$ cat src/rtl/dmem_responder.sv
// Data-memory responder for the MEM-stage load/store port: fixed wait states, stall, error pulse, store counter.
// Optional halt register at HALT_ADDR is built only when DMEM_MMIO_EN is defined.
module dmem_responder #(
  parameter int          ADDR_W      = 6,
  parameter int          WAIT_STATES = 2,
  parameter logic [31:0] HALT_ADDR   = 32'h54
) (
  input  logic        clk,
  input  logic        reset,
  input  logic        memread,
  input  logic        memwrite,
  input  logic [31:0] dataadr,
  input  logic [31:0] writedata,
  output logic [31:0] readdata,
  output logic        stall,
  output logic        err,
  output logic [15:0] store_count,
  output logic        halt,
  output logic [31:0] halt_value
);

  localparam logic [3:0] WS    = 4'(WAIT_STATES);
  localparam int         DEPTH = 2 ** ADDR_W;

  typedef enum logic [1:0] {
    S_IDLE = 2'd0,
    S_WAIT = 2'd1,
    S_DONE = 2'd2
  } state_t;

  state_t             state_q, state_d;
  logic [3:0]         cnt_q, cnt_d;
  logic               err_q;
  logic [15:0]        store_count_q;
  logic [31:0]        mem_q [DEPTH];

  logic               req_s;
  logic               last_s;
  logic               complete_s;
  logic               illegal_s;
  logic               store_ok_s;
  logic               mem_we_s;
  logic [3:0]         cnt_inc_s;
  logic [ADDR_W-1:0]  idx_s;

  assign req_s      = memread | memwrite;
  assign last_s     = (cnt_q == WS);
  assign cnt_inc_s  = cnt_q + 4'd1;
  assign idx_s      = dataadr[ADDR_W+1:2];
  assign stall      = req_s & ~last_s & ~reset;
  assign complete_s = req_s & last_s & ~reset;

  // Misaligned, out-of-range or simultaneous read+write are all rejected at completion.
  assign illegal_s  = (dataadr[1:0] != 2'b00)
                    | (dataadr[31:ADDR_W+2] != {(30-ADDR_W){1'b0}})
                    | (memread & memwrite);
  assign store_ok_s = complete_s & memwrite & ~illegal_s;

  always_comb begin
    state_d = state_q;
    cnt_d   = cnt_q;
    case (state_q)
      S_IDLE, S_WAIT: begin
        if (req_s && !last_s) begin
          cnt_d   = cnt_inc_s;
          state_d = (cnt_inc_s == WS) ? S_DONE : S_WAIT;
        end else begin
          // Either completed in this cycle (WS == 0) or the request was dropped.
          cnt_d   = 4'd0;
          state_d = S_IDLE;
        end
      end
      S_DONE: begin
        cnt_d   = 4'd0;
        state_d = S_IDLE;
      end
      default: begin
        cnt_d   = 4'd0;
        state_d = S_IDLE;
      end
    endcase
  end

  always_ff @(posedge clk) begin
    if (reset) begin
      state_q       <= S_IDLE;
      cnt_q         <= 4'd0;
      err_q         <= 1'b0;
      store_count_q <= 16'd0;
    end else begin
      state_q <= state_d;
      cnt_q   <= cnt_d;
      err_q   <= complete_s & illegal_s;
      if (store_ok_s && (store_count_q != 16'hFFFF)) begin
        store_count_q <= store_count_q + 16'd1;
      end
    end
  end

  always_ff @(posedge clk) begin
    if (mem_we_s) begin
      mem_q[idx_s] <= writedata;
    end
  end

  assign err         = err_q;
  assign store_count = store_count_q;

`ifdef DMEM_MMIO_EN
  logic        halt_hit_s;
  logic        halt_q;
  logic [31:0] halt_value_q;

  assign halt_hit_s = (dataadr == HALT_ADDR);
  assign mem_we_s   = store_ok_s & ~halt_hit_s;

  always_ff @(posedge clk) begin
    if (reset) begin
      halt_q       <= 1'b0;
      halt_value_q <= 32'd0;
    end else if (store_ok_s && halt_hit_s) begin
      halt_q       <= 1'b1;
      halt_value_q <= writedata;
    end
  end

  always_comb begin
    readdata = mem_q[idx_s];
    if (complete_s && illegal_s) begin
      readdata = 32'd0;
    end else if (halt_hit_s) begin
      readdata = halt_value_q;
    end else begin
      readdata = mem_q[idx_s];
    end
  end

  assign halt       = halt_q;
  assign halt_value = halt_value_q;
`else
  assign mem_we_s = store_ok_s;

  always_comb begin
    readdata = mem_q[idx_s];
    if (complete_s && illegal_s) begin
      readdata = 32'd0;
    end else begin
      readdata = mem_q[idx_s];
    end
  end

  assign halt       = 1'b0;
  assign halt_value = 32'd0;
`endif

endmodule

$ cat config.mk
export PLATFORM = sky130hd
export DESIGN_NAME = dmem_responder
export DESIGN_NICKNAME = d
export VERILOG_FILES = /design/src/rtl/dmem_responder.sv
export SDC_FILE = /design/constraint.sdc
export NUM_CORES = 2
export LEC_CHECK = 0
export BUFFER_PORTS_ARGS = -buffer_cell sky130_fd_sc_hd__buf_2
export CORE_ASPECT_RATIO = 2
export CORE_MARGIN = 2
export CORE_UTILIZATION = 50
export CTS_BUF_LIST = sky130_fd_sc_hd__clkbuf_8 sky130_fd_sc_hd__clkbuf_16
export CTS_CLUSTER_SIZE = 24
export DETAILED_ROUTE_END_ITERATION = 8
export MAX_ROUTING_LAYER = met4
export PLACE_DENSITY = 0.68
export SYNTH_ARGS = -nofsm -noshare
export SYNTH_HDL_FRONTEND = slang
export SYNTH_SLANG_ARGS = --single-unit
$ cat constraint.sdc
create_clock -name clk -period 3.29 [get_ports clk]
set_input_delay 0.1645 -clock clk [delete_from_list [all_inputs] [get_ports clk]]
set_output_delay 0.1645 -clock clk [all_outputs]
set_load 0.01 [all_outputs]
==> flow_summary.toml <==
[route]
vias = 48769
routed_wl_um = 280000
drt-wirelength-per-cell_um = 39.6
drt_pass1_iterations = 6
viasPerCell = 6.90
drc = 0
drt_iter0_drc = 7414
ant_nets = 0

[sta]
period_share = 1.00
setup_viol = 1
rsz0062_at_grt = "true"
hold_viol_final = 4
fin_crit_ns = 3.30
slew_headroom = 0.0747
finalMaxSlewViolations = 0
fin_tns_setup_ns = -0.00934
tightest_slew_ns = 1.39
clock_skew_ns = 0.0366
whs_ns = -0.0185
max_freq_mhz = 303
fin_ws_ns = -0.00934

[status]
violations = "negative hold slack, negative setup slack"
status = "complete, but fails checks"

[clocking]
path_clk_slew_ns = 0.07
cts_tree = "yes"
cts_htree_levels = 4
clockBufferDepth = 4
worstSkewPairLatency_ns = 0.85
cts-root-buf = "clkbuf_16"
numCtsBuffers = 177
clock_sinks = 2070

[power_and_ir_drop]
power_density_mw_per_mm2 = 570
vdd_drop_max_mv = 0.439
p_leak_nw = 30.1
power_w = 0.0532

[grt]
grt_antenna_before_repair = 11
grt_pass1_vias = 47832
grt.total_usage = 0.351
grt_pass1_wl_um = 380000
grt_use_met2 = 0.563
overflow = 0
use_met3 = 0.0639
met1_usage = 0.376
grt_busiest_layer = "met2"
grt_max_degree = 65

[logic_synthesis]
syn_inst = 4352
yosysSeqAreaShare = 0.772
synth_edf_count = 2048
synth_area_mm2 = 0.0802
synth_top_flop_cell = "edfxtp_1"
ys_ff_latch = 2070
synth.avg_cell_area_um2 = 18.4
ys_warn_count = 0
synth.distinct_cells = 87
async_flop_share = 0

[critical_path]
cp.arrival_ns = 3.13
crit_path_start_kind = "register"
worstSetupPathType = "register to output port"
crit_path_end_kind = "output port"
path_max_fanout = 3
cp.required_ns = 3.13

[die]
ios = 151
num_rows = 208
core-area_mm2 = 0.160
fp.dieH_um = 571
initial_core_util = 0.501
die_x_um = 287
die_area_mm2 = 0.164

[layout]
final_common_cell = "edfxtp_1"
area_growth_pct = 16.3
drive_above_1_share = 0.254
multi_input_area_mm2 = 0.0170
layout.nets = 4901
seqCellArea_mm2 = 0.0619
fillers = 11622
final_cell_mix = "edfxtp_1, o22ai_1, buf_4"
fin_util = 0.583

[placement]
io_buffers = 117
place.gp.congestion = 0.967
hpwl_um = 182000

[flow_run]
maxCapViolCount = 0

[worst_hold_path]
hp-class = "primary input to register"
[critical path, cell delays in order (launching register included)]
cell and delay, ns:
dfxtp_4 0.35, inv_2 0.04, ha_4 0.15, nor4b_4 0.13
o21ai_4 0.14, buf_12 0.18, clkinvlp_4 0.14, buf_12 0.17
a221oi_4 0.23, o211ai_1 0.25, nor3_2 0.24, buf_4 0.15
buf_6 0.10
[per-layer routing]
layer	part of all wire	up-vias
li1	-	18919
met5	0	-
met2	0.48	3782
met4	0.11	0
met1	0.30	24802
met3	0.11	1266
[path summary, 6_finish.rpt]
path	from	end	slack, ns	cells past startpoint
worst max register to register	cnt_q[1]	mem_q[29][0]	0.48	7
worst max-delay path	cnt_q[0]	readdata[22]	-0.009	12
worst min-delay path	writedata[21]	mem_q[9][21]	-0.02	2
worst min register to register	store_count[1]	store_count[1]	0.54	2
[synth_stat cells, types with 7 or more instances]
master | n | area, um^2
edfxtp_1 | 2048 | 61500
o22ai_1 | 352 | 2200
nor2_1 | 205 | 769
mux2_2 | 163 | 1840
o221ai_1 | 151 | 1320
a21oi_1 | 135 | 676
mux2i_1 | 130 | 1300
o21ai_0 | 128 | 641
buf_2 | 118 | 591
mux4_2 | 118 | 2660
nand2_1 | 84 | 315
buf_4 | 82 | 616
clkbuf_1 | 56 | 210
buf_6 | 45 | 507
a22oi_1 | 37 | 278
nand3_1 | 37 | 185
a211oi_1 | 35 | 263
mux4_1 | 35 | 920
nor3_1 | 33 | 165
nor4_1 | 23 | 144
dfxtp_1 | 22 | 440
a221oi_1 | 21 | 184
buf_1 | 17 | 63.8
o22a_1 | 16 | 140
a2bb2oi_1 | 14 | 123
and3_1 | 14 | 87.6
xnor2_1 | 14 | 123
a22o_1 | 13 | 114
or2_2 | 12 | 75.1
or3_1 | 12 | 75.1
a211o_1 | 10 | 87.6
buf_12 | 10 | 200
nor2b_1 | 10 | 62.6
a222oi_1 | 9 | 90.1
a2111oi_0 | 8 | 70.1
nand4_1 | 7 | 43.8
o31ai_1 | 7 | 52.6
[metrics by stage]
stage	cells	instance area [um^2]	setup slack, ns
4_1_cts	7058	93200	-0.127
3_5_place_dp	6723	87100	-0.322
6_report	7067	93300	-0.00934
3_3_place_gp	6723	87100	-0.324
5_1_grt	7064	93300	-0.0660
2_1_floorplan	4384	80400	-0.0651
[report_power, final]
part / switching [W] / total [W] / internal [W]
sequential: 0.00000487 / 0.0290 / 0.0290
clock: 0.00936 / 0.0207 / 0.0113
combinational: 0.00240 / 0.00357 / 0.00117
[cell families after synthesis]
group	count (synthesis)	share of synthesized area
XOR/XNOR	16	0.00175
AND/OR/NAND/NOR	488	0.0293
multiplexers	447	0.0838
AO/OA/AOI/OAI	987	0.0840
other	1	0.0000467
buffers and inverters	339	0.0285
adder cells (fa/ha/maj)	4	0.000624
flip-flops	2070	0.772
[state kept, by name, summed over array words and instances (netlist names)]
signal / count
err: 1
state_q: 1
mem_q: 2048
store_count: 16
cnt_q: 4
[what timing repair did]
item	in CTS	in global routing
gates cloned	1	0
endpoints found under the hold margin	210	0
endpoints found under the setup margin	25	15
resized for setup	62	17
hold buffers	9	0
pin swaps	12	10
setup buffers	17	0
[cell type report]
class / count / area share
clock inverter: 128 / 0.0113
tap: 2100 / 0.0281
clock buffer: 180 / 0.0481
timing repair buffer: 599 / 0.0662
antenna: 9 / 0.000241
sequential: 2070 / 0.664
inverter: 6 / 0.000335
multi-input combinational: 1975 / 0.182
Power figures use the tool's default switching activity.
